File: src/rtl/uart_rx_edge_sampler_if.sv
// Signal bundle between the UART receive FSM (master) and the edge sampler (slave).
// The FSM drives line, enables and prescale; the sampler returns counters and voted bits.
interface uart_rx_edge_sampler_if;
  logic       rx_in;
  logic       enable;
  logic       dat_samp_en;
  logic [5:0] prescale;
  logic       rx_sync;
  logic [4:0] edge_cnt;
  logic [3:0] bit_cnt;
  logic       sampled_bit;
  logic       samp_valid;
  logic       cfg_err;

  modport master (
    output rx_in, enable, dat_samp_en, prescale,
    input  rx_sync, edge_cnt, bit_cnt, sampled_bit, samp_valid, cfg_err
  );

  modport slave (
    input  rx_in, enable, dat_samp_en, prescale,
    output rx_sync, edge_cnt, bit_cnt, sampled_bit, samp_valid, cfg_err
  );
endinterface

File: src/rtl/uart_rx_edge_sampler.sv
// UART oversample edge/bit counter with 3-point majority vote; rx_sync lags rx_in by SYNC_STAGES clocks,
// sampled_bit/samp_valid appear at edge P/2+2. No backpressure: samp_valid is a one-cycle pulse.
module uart_rx_edge_sampler #(
  parameter int SYNC_STAGES = 2
) (
  input  logic                  clk,
  input  logic                  reset_n,
  uart_rx_edge_sampler_if.slave bus
);

  logic [SYNC_STAGES-1:0] sync_q;
  logic                   rx_sync;
  logic                   enable_q;
  logic                   run_q;
  logic [5:0]             p_q;
  logic                   cfg_err_q;
  logic [4:0]             edge_q;
  logic [3:0]             bit_q;
  logic                   s0_q;
  logic                   s1_q;
  logic                   got0_q;
  logic                   got1_q;
  logic                   sampled_q;
  logic                   valid_q;

  logic       start;
  logic       active;
  logic       legal;
  logic [5:0] ec6;
  logic [5:0] half;
  logic       at_wrap;
  logic       vote;

  always_ff @(posedge clk or negedge reset_n) begin
    if (!reset_n) sync_q <= '1;
    else          sync_q <= {sync_q[SYNC_STAGES-2:0], bus.rx_in};
  end

  assign rx_sync = sync_q[SYNC_STAGES-1];

  // enable_q resets high so an enable held through reset is not seen as a rising edge
  assign start   = bus.enable & ~enable_q;
  assign active  = bus.enable & (run_q | ~enable_q);
  assign legal   = (bus.prescale == 6'd8) || (bus.prescale == 6'd16) || (bus.prescale == 6'd32);
  assign ec6     = {1'b0, edge_q};
  assign half    = p_q >> 1;
  assign at_wrap = (ec6 == p_q - 6'd1);
  assign vote    = (s0_q & s1_q) | (s0_q & rx_sync) | (s1_q & rx_sync);

  always_ff @(posedge clk or negedge reset_n) begin
    if (!reset_n) begin
      enable_q  <= 1'b1;
      run_q     <= 1'b0;
      p_q       <= 6'd8;
      cfg_err_q <= 1'b0;
      edge_q    <= '0;
      bit_q     <= '0;
      s0_q      <= 1'b1;
      s1_q      <= 1'b1;
      got0_q    <= 1'b0;
      got1_q    <= 1'b0;
      sampled_q <= 1'b1;
      valid_q   <= 1'b0;
    end else begin
      enable_q <= bus.enable;
      run_q    <= active;
      valid_q  <= 1'b0;

      if (start) begin
        p_q       <= legal ? bus.prescale : 6'd8;
        cfg_err_q <= ~legal;
      end

      if (!active) begin
        edge_q <= '0;
        bit_q  <= '0;
        got0_q <= 1'b0;
        got1_q <= 1'b0;
      end else begin
        if (at_wrap) begin
          edge_q <= '0;
          if (bit_q != 4'd15) bit_q <= bit_q + 4'd1;
        end else begin
          edge_q <= edge_q + 5'd1;
        end

        // got0/got1 chain ensures a vote only follows two consecutive captured samples
        if (!bus.dat_samp_en) begin
          got0_q <= 1'b0;
          got1_q <= 1'b0;
        end else if (ec6 == half - 6'd1) begin
          s0_q   <= rx_sync;
          got0_q <= 1'b1;
          got1_q <= 1'b0;
        end else if (ec6 == half) begin
          if (got0_q) s1_q <= rx_sync;
          got1_q <= got0_q;
          got0_q <= 1'b0;
        end else if (ec6 == half + 6'd1) begin
          if (got1_q) begin
            sampled_q <= vote;
            valid_q   <= 1'b1;
          end
          got0_q <= 1'b0;
          got1_q <= 1'b0;
        end
      end
    end
  end

  assign bus.rx_sync     = rx_sync;
  assign bus.edge_cnt    = edge_q;
  assign bus.bit_cnt     = bit_q;
  assign bus.sampled_bit = sampled_q;
  assign bus.samp_valid  = valid_q;
  assign bus.cfg_err     = cfg_err_q;

endmodule

File: src/flat_wrapper.sv
// flat-port wrapper written by rule: the top's interface ports become plain ports
module uart_rx_edge_sampler_flat 
#(
  parameter int SYNC_STAGES = 2
)
  (clk, reset_n, bus_rx_in, bus_enable, bus_dat_samp_en, bus_prescale, bus_rx_sync, bus_edge_cnt, bus_bit_cnt, bus_sampled_bit, bus_samp_valid, bus_cfg_err);
  uart_rx_edge_sampler_if bus_i ();
  input  logic clk;
  input  logic reset_n;
  input wire logic [$bits(bus_i.rx_in)-1:0] bus_rx_in;
  input wire logic [$bits(bus_i.enable)-1:0] bus_enable;
  input wire logic [$bits(bus_i.dat_samp_en)-1:0] bus_dat_samp_en;
  input wire logic [$bits(bus_i.prescale)-1:0] bus_prescale;
  output wire logic [$bits(bus_i.rx_sync)-1:0] bus_rx_sync;
  output wire logic [$bits(bus_i.edge_cnt)-1:0] bus_edge_cnt;
  output wire logic [$bits(bus_i.bit_cnt)-1:0] bus_bit_cnt;
  output wire logic [$bits(bus_i.sampled_bit)-1:0] bus_sampled_bit;
  output wire logic [$bits(bus_i.samp_valid)-1:0] bus_samp_valid;
  output wire logic [$bits(bus_i.cfg_err)-1:0] bus_cfg_err;
  assign bus_i.rx_in = bus_rx_in;
  assign bus_i.enable = bus_enable;
  assign bus_i.dat_samp_en = bus_dat_samp_en;
  assign bus_i.prescale = bus_prescale;
  assign bus_rx_sync = bus_i.rx_sync;
  assign bus_edge_cnt = bus_i.edge_cnt;
  assign bus_bit_cnt = bus_i.bit_cnt;
  assign bus_sampled_bit = bus_i.sampled_bit;
  assign bus_samp_valid = bus_i.samp_valid;
  assign bus_cfg_err = bus_i.cfg_err;
  uart_rx_edge_sampler #(.SYNC_STAGES(SYNC_STAGES)) u_core (.clk(clk), .reset_n(reset_n), .bus(bus_i));
endmodule
File: config.mk
export PLATFORM = sky130hd
export DESIGN_NAME = uart_rx_edge_sampler_flat
export DESIGN_NICKNAME = d
export VERILOG_FILES = /design/src/rtl/uart_rx_edge_sampler_if.sv /design/src/rtl/uart_rx_edge_sampler.sv /design/src/flat_wrapper.sv
export SDC_FILE = /design/constraint.sdc
export NUM_CORES = 1
export LEC_CHECK = 0
export ABC_AREA = 1
export CORE_MARGIN = 4
export CORE_UTILIZATION = 25
export DETAILED_ROUTE_END_ITERATION = 10
export PLACE_DENSITY = 0.51
export SLEW_MARGIN = 20
export SYNTH_ARGS = -nofsm -noshare
export SYNTH_HDL_FRONTEND = slang
export SYNTH_SLANG_ARGS = --single-unit
File: constraint.sdc
create_clock -name clk -period 3.3 [get_ports clk]
set_input_delay 0.66 -clock clk [delete_from_list [all_inputs] [get_ports clk]]
set_output_delay 0.66 -clock clk [all_outputs]
set_load 0.1 [all_outputs]
==> impl_metrics.yaml, run 1 <==
timing:
  fmax_ghz: 0.5267
  fin_ws_ns: 1.402
  tightest_slew_ns: 0.3977
  fin_crit_ns: 1.898
  fin_tns_setup_ns: 0
  min_period_over_period: 0.5753
  relSlewSlack: 0.7339
  setup_viol: 0
  timing.hold.ws_ns: 0.3593
  rsz0062_at_grt: "false"
  drv_slew: 0
  finalClockSkew_ns: 0.008345
  hold_viol: 0
clock_network:
  ctsHoldBuffers: 0
  cts_setup_buffers: 0
  cts_made_buffers: 3
  clkSlewWorstSetupHoldPaths_ns: 0.09
  clk_path_buf_depth: 2
  cts_tree: "done"
  h-tree-depth: 1
  ctsResizeCount: 0
  insertion_delay_ns: 0.27
  clock_sinks: 26
  root_buffer: "clkbuf_8"
detailed_routing:
  wl_per_cell_um: 11.20
  vias_per_cell: 4.321
  drt-total-wl_um: 3697
  drt.antenna.violating_nets: 0
  drc: 0
  drtPass1Iterations: 4
  route.vias.total: 1426
  drt_iter0_markers: 53
die:
  pin_count: 24
  die-area_sq_um: 7845
  die_y_um: 88.57
  rows: 29
  die_w_um: 88.57
  start_util: 0.2570
  core_area_sq_um: 6314
placement:
  post_dp_cell_area_sq_um: 1904
  placed_cells: 326
  preCtsSetupSlack_ns: 1.290
  dpl.hpwl_um: 2827
  port-buffer-count: 23
  gp_congestion: 0.7969
final_layout:
  diodes: 0
  drive_gt1_frac: 0.1660
  stdcell_count: 330
  fin_nets: 271
  area_delta_synth_final_pct: 20.74
  finalCoreUtilization: 0.3103
  fin_area_sq_um: 1959
setup_path:
  worst_ep_arrival_time_ns: 2.06
  required_ns: 3.46
  startpoint_type: "register"
  cp_max_fo: 10
  r2r_start: "u_core.p_q[1]$_DFFE_PN0P_"
  critPathKind: "reg2reg"
  cpPeakStageDelay_ns: 0.41
  cp-end-kind: "register"
  critPathSlowestCell: "dfrtp_1"
  crit_chain: "inv_2, ha_1, inv_1, nand2_1, nand2_1, nor2_1, nand2_1, nor2_1, nand3_2, nand2_4, nand2_2, nand2_1, nand2_1"
  startpoint: "u_core.p_q[1]$_DFFE_PN0P_"
  crit_top_cell: "nand2_1"
yosys:
  synth_edf_count: 0
  ys.flop_type: "dfrtp_1"
  avgSynthCellArea_sq_um: 7.086
  synth_commonest_cells: "nand2_1 (74), nor2_1 (29), nand3_1 (25)"
  synth_cell_types: 24
  ys_seq_elements: 26
  synth.most_common_cell: "nand2_1"
  synth_top_area_cell: "dfrtp_1"
  yosysWarnings: 0
  synth_top_area_share: 0.2930
  synth_cells: 229
  yosys-top-cells-area: "dfrtp_1 (29%), nand2_1 (17%), dfstp_2 (11%)"
  synth_nets: 246
  synth-seq-area-share: 0.4063
  syn_area_sq_um: 1623
  synth-async-reset-ratio: 1.000
global_routing:
  grt.busiest_layer: "met2"
  use_met2: 0.1638
  grt_max_degree: 27
  grt_overflow_total: 0
  grt_pass1_vias: 1385
  grtUsageMet3: 0.01304
  grtUsageTotal: 0.1050
  grt_pass1_wl_um: 6534
  antenna_found_initial: 0
  grt_use_met1: 0.1504
pwr:
  p_leak_nw: 1.013
  total_power_mw: 0.6843
  power.density_nw_per_um2: 349.2
  peakVddDrop_mv: 0.1809
outcome:
  outcome: "completed"
worst_hold_path:
  hp-class: "reg2reg"
  min-delay-start: "u_core.sync_q[0]$_DFF_PN1_"
run:
  drv_cap: 0
## flip-flops by register name, indices dropped and copies added (netlist names)
register                cells
u_core.bus.bit_cnt          4
u_core.bus.cfg_err          1
u_core.bus.edge_cnt         5
u_core.bus.samp_valid       1
u_core.bus.sampled_bit      1
u_core.enable_q             1
u_core.got0_q               1
u_core.got1_q               1
u_core.p_q                  6
u_core.run_q                1
u_core.s0_q                 1
u_core.s1_q                 1
u_core.sync_q               2
## metal layers
metal  up-vias  share of wire
met4         0          0.014
met2        16           0.44
met5         -              0
li1        759              -
met3         5          0.019
met1       646           0.53
## worst max-delay path, delay by kind of cell, from the launching register on
kind | cells | cell delay (ns)
simple gates | 10 | 0.93
flops | 1 | 0.41
buf+inv | 2 | 0.14
fa+ha+maj | 1 | 0.30
## layout by cell type, fill, tap and decap left out, types with 4 or more instances in the layout
cell             Yosys  final
nand2_1             74     74
nor2_1              29     29
nand3_1             25     25
inv_1               23     23
dfrtp_1             19     19
buf_4                0     14
clkdlybuf4s50_1      0     10
inv_2                8      8
dfstp_2              7      7
xor2_1               6      6
o21ai_1              6      6
ha_1                 6      6
clkbuf_8             0      4
## where the power goes
part / leakage (nW) / switching (mW) / internal, mW / total (mW)
Combinational: 0.655 / 0.0910 / 0.0383 / 0.129
Sequential: 0.329 / 0.0144 / 0.333 / 0.347
Clock: 0.0288 / 0.101 / 0.107 / 0.208
Total: 1.01 / 0.206 / 0.478 / 0.684
## kinds of logic (layout without fill, tap and decap cells)
kind of cell / Yosys count / count (layout) / synth area share
DFF: 26 / 26 / 0.4063
xor gates and xnor gates: 8 / 8 / 0.04318
adders and majority gates: 6 / 6 / 0.04626
AOI/OAI and AO/OA: 13 / 13 / 0.04703
buffers and inverters: 35 / 59 / 0.08404
and+or+nand+nor: 141 / 141 / 0.3732
## layout make-up
class | count | area, sq um
clock buffers | 4 | 55.05
fillers | 721 | 4354
inverters | 31 | 116.4
multi-input cells | 168 | 827.0
flip-flops and latches | 26 | 659.4
well taps | 77 | 96.34
repair buffers | 24 | 205.2
## path summary, 6_finish.rpt
kind	slack, ns	cells past startpoint	endpoint
max	1.40	13	u_core.bus.bit_cnt[2]$_DFFE_PN0P_
min	0.36	0	u_core.sync_q[1]$_DFF_PN1_
max reg2reg	1.40	13	u_core.bus.bit_cnt[2]$_DFFE_PN0P_
min reg2reg	0.36	0	u_core.sync_q[1]$_DFF_PN1_
max in group asynchronous	2.25	2	u_core.s1_q$_DFFE_PN1P_
min in group asynchronous	0.75	2	u_core.bus.bit_cnt[3]$_DFFE_PN0P_
(Power assumes the default switching activity.)
==> inputs of run 2 (changes only) <==
Settings changed: PLACE_DENSITY 0.51 to 0.52.
Clock period 3.3 ns to 1.6 ns, I/O delays scaled along.
==> impl_metrics.yaml, run 2 (synthesized netlist as in run 1, its figures left out) <==
pwr:
  power.density_nw_per_um2: 627.6
  peakVddDrop_mv: 0.4097
  total_power_mw: 1.484
  p_leak_nw: 1.120
detailed_routing:
  m1WireLength_um: 1739
  drt_iter0_markers: 85
  wl_met2_um: 1817
  drc: 0
  drt-total-wl_um: 3731
  drtPass1Iterations: 4
  dr.max_layer_used: "met4"
  wl_per_cell_um: 10.85
  vias_per_cell: 4.337
  wl_met3_um: 108
  drt.antenna.violating_nets: 0
  route.vias.total: 1492
final_layout:
  fin_nets: 285
  final_common_cell: "nand2_1"
  diodes: 0
  area_delta_synth_final_pct: 45.72
  fillCellCount: 665
  drive_gt1_frac: 0.3333
  stdcell_count: 344
  final_cell_mix: "nand2_1 (67), nor2_1 (24), nand3_1 (23), inv_1 (21)"
  regMostFlops: "u_core.p_q"
  finalCoreUtilization: 0.3746
  largest_reg_flops: 6
global_routing:
  grt_pass1_wl_um: 6506
  antenna_found_initial: 0
  grtUsageTotal: 0.1059
  grt_max_degree: 27
  grt_pass1_vias: 1419
  grt_overflow_total: 0
die:
  start_util: 0.2570
  pin_count: 24
  die_y_um: 88.57
  die-area_sq_um: 7845
  core_area_sq_um: 6314
  rows: 29
  die_w_um: 88.57
setup_path:
  cpPeakStageDelay_ns: 0.41
  critPathSlowestCell: "dfrtp_1"
  cp-end-kind: "register"
  crit_top_cell: "nand2_1"
  crit_chain: "inv_4, ha_4, nand2_2, inv_1, nor2_1, nand2_1, nand2_1, nor2_2, nand3_2, nand2_4, nand2_4, nand2_2, nand2_1"
  worst_ep_arrival_time_ns: 1.74
  cp_max_fo: 7
  startpoint_type: "register"
  required_ns: 1.77
  critPathKind: "reg2reg"
outcome:
  outcome: "completed"
timing:
  relSlewSlack: 0.7710
  fin_crit_ns: 1.577
  rsz0062_at_grt: "true"
  setup_viol: 0
  min_period_over_period: 0.9853
  fmax_ghz: 0.6343
  tightest_slew_ns: 0.3424
  hold_viol: 0
  drv_slew: 0
  finalClockSkew_ns: 0.002555
placement:
  gp_congestion: 0.8309
  port-buffer-count: 23
  placed_cells: 339
  dpl.hpwl_um: 2911
clock_network:
  clock_sinks: 26
  cts_made_buffers: 3
  clk_path_buf_depth: 2
  cts_tree: "done"
  h-tree-depth: 1
  root_buffer: "clkbuf_8"
  clkSlewWorstSetupHoldPaths_ns: 0.09
  insertion_delay_ns: 0.27
run:
  drv_cap: 0
worst_hold_path:
  hp-class: "reg2reg"
-- run 2: cell count changes in the layout (fill, tap and decap cells not counted), sizes merged --
cell	delta
buf	+14
-- run 2: path summary, 6_finish.rpt --
kind	slack (ns)	start	to	depth (start not counted)
setup / recovery	0.02	u_core.p_q[1]$_DFFE_PN0P_	u_core.bus.bit_cnt[0]$_DFFE_PN0P_	13
hold / removal	0.36	u_core.sync_q[0]$_DFF_PN1_	u_core.sync_q[1]$_DFF_PN1_	0
setup reg to reg	0.02	u_core.p_q[1]$_DFFE_PN0P_	u_core.bus.bit_cnt[0]$_DFFE_PN0P_	13
hold reg to reg	0.36	u_core.sync_q[0]$_DFF_PN1_	u_core.sync_q[1]$_DFF_PN1_	0
max in group asynchronous	0.90	reset_n	u_core.s0_q$_DFFE_PN1P_	2
min in group asynchronous	0.41	reset_n	u_core.p_q[2]$_DFFE_PN0P_	2
-- run 2: through the flow --
| step | setup TNS, ns | hold slack, ns | setup WS [ns] | cell area [sq um] |
|---|---|---|---|---|
| after detailed placement | -0.04513 | 0.3468 | -0.02061 | 2186 |
| after CTS | -0.0006297 | 0.3609 | -0.0006297 | 2308 |
| after global routing | -1.152 | 0.3654 | -0.1196 | 2365 |
| final | 0 | 0.3591 | 0.02349 | 2365 |
| after global placement | -0.02398 | 0.3458 | -0.01628 | 2186 |
| after floorplan | 0 | 0.02441 | 0.0008255 | 1650 |
-- run 2: report_power, final --
| part | total (mW) | internal, mW | switching (mW) |
|---|---|---|---|
| sequential | 0.726 | 0.691 | 0.0347 |
| combinational | 0.336 | 0.133 | 0.203 |
| clock | 0.423 | 0.220 | 0.202 |
-- run 2: what timing repair did --
item | in CTS | in global routing
resized for setup | 10 | 18
pin swaps | 7 | 11
buffers inserted | 1 | 0
hold buffers | 0 | 0
endpoints found under the setup margin | 4 | 14
-- run 2: critical path, delay by kind of cell, from the launching register on --
family                     cells  cell delay, ns
buffers and inverters          2            0.16
DFF                            1            0.41
and+or+nand+nor               10            0.74
adders and majority gates      1            0.14
-- run 2: cell type report --
class | instances | area (sq um) | share of cell area
Clock buffer | 4 | 55.05 | 0.02328
Inverter | 31 | 118.9 | 0.05026
Multi-Input combinational cell | 168 | 927.1 | 0.3921
Sequential cell | 26 | 681.9 | 0.2884
Tap cell | 77 | 96.34 | 0.04074
Timing Repair Buffer | 38 | 485.5 | 0.2053
-- run 2: layer usage --
layer,up-vias,GRT usage
met4,0,0.02885
met2,23,0.1788
met1,675,0.1411
li1,788,-
met3,6,0.01583
met5,-,0
==> inputs of run 3 (changes only) <==
Settings changed: CTS_BUF_LIST set to sky130_fd_sc_hd__clkbuf_8 sky130_fd_sc_hd__clkbuf_16.
==> results of run 3 <==
Final layout, timing and power as in run 2 (identical DEF).
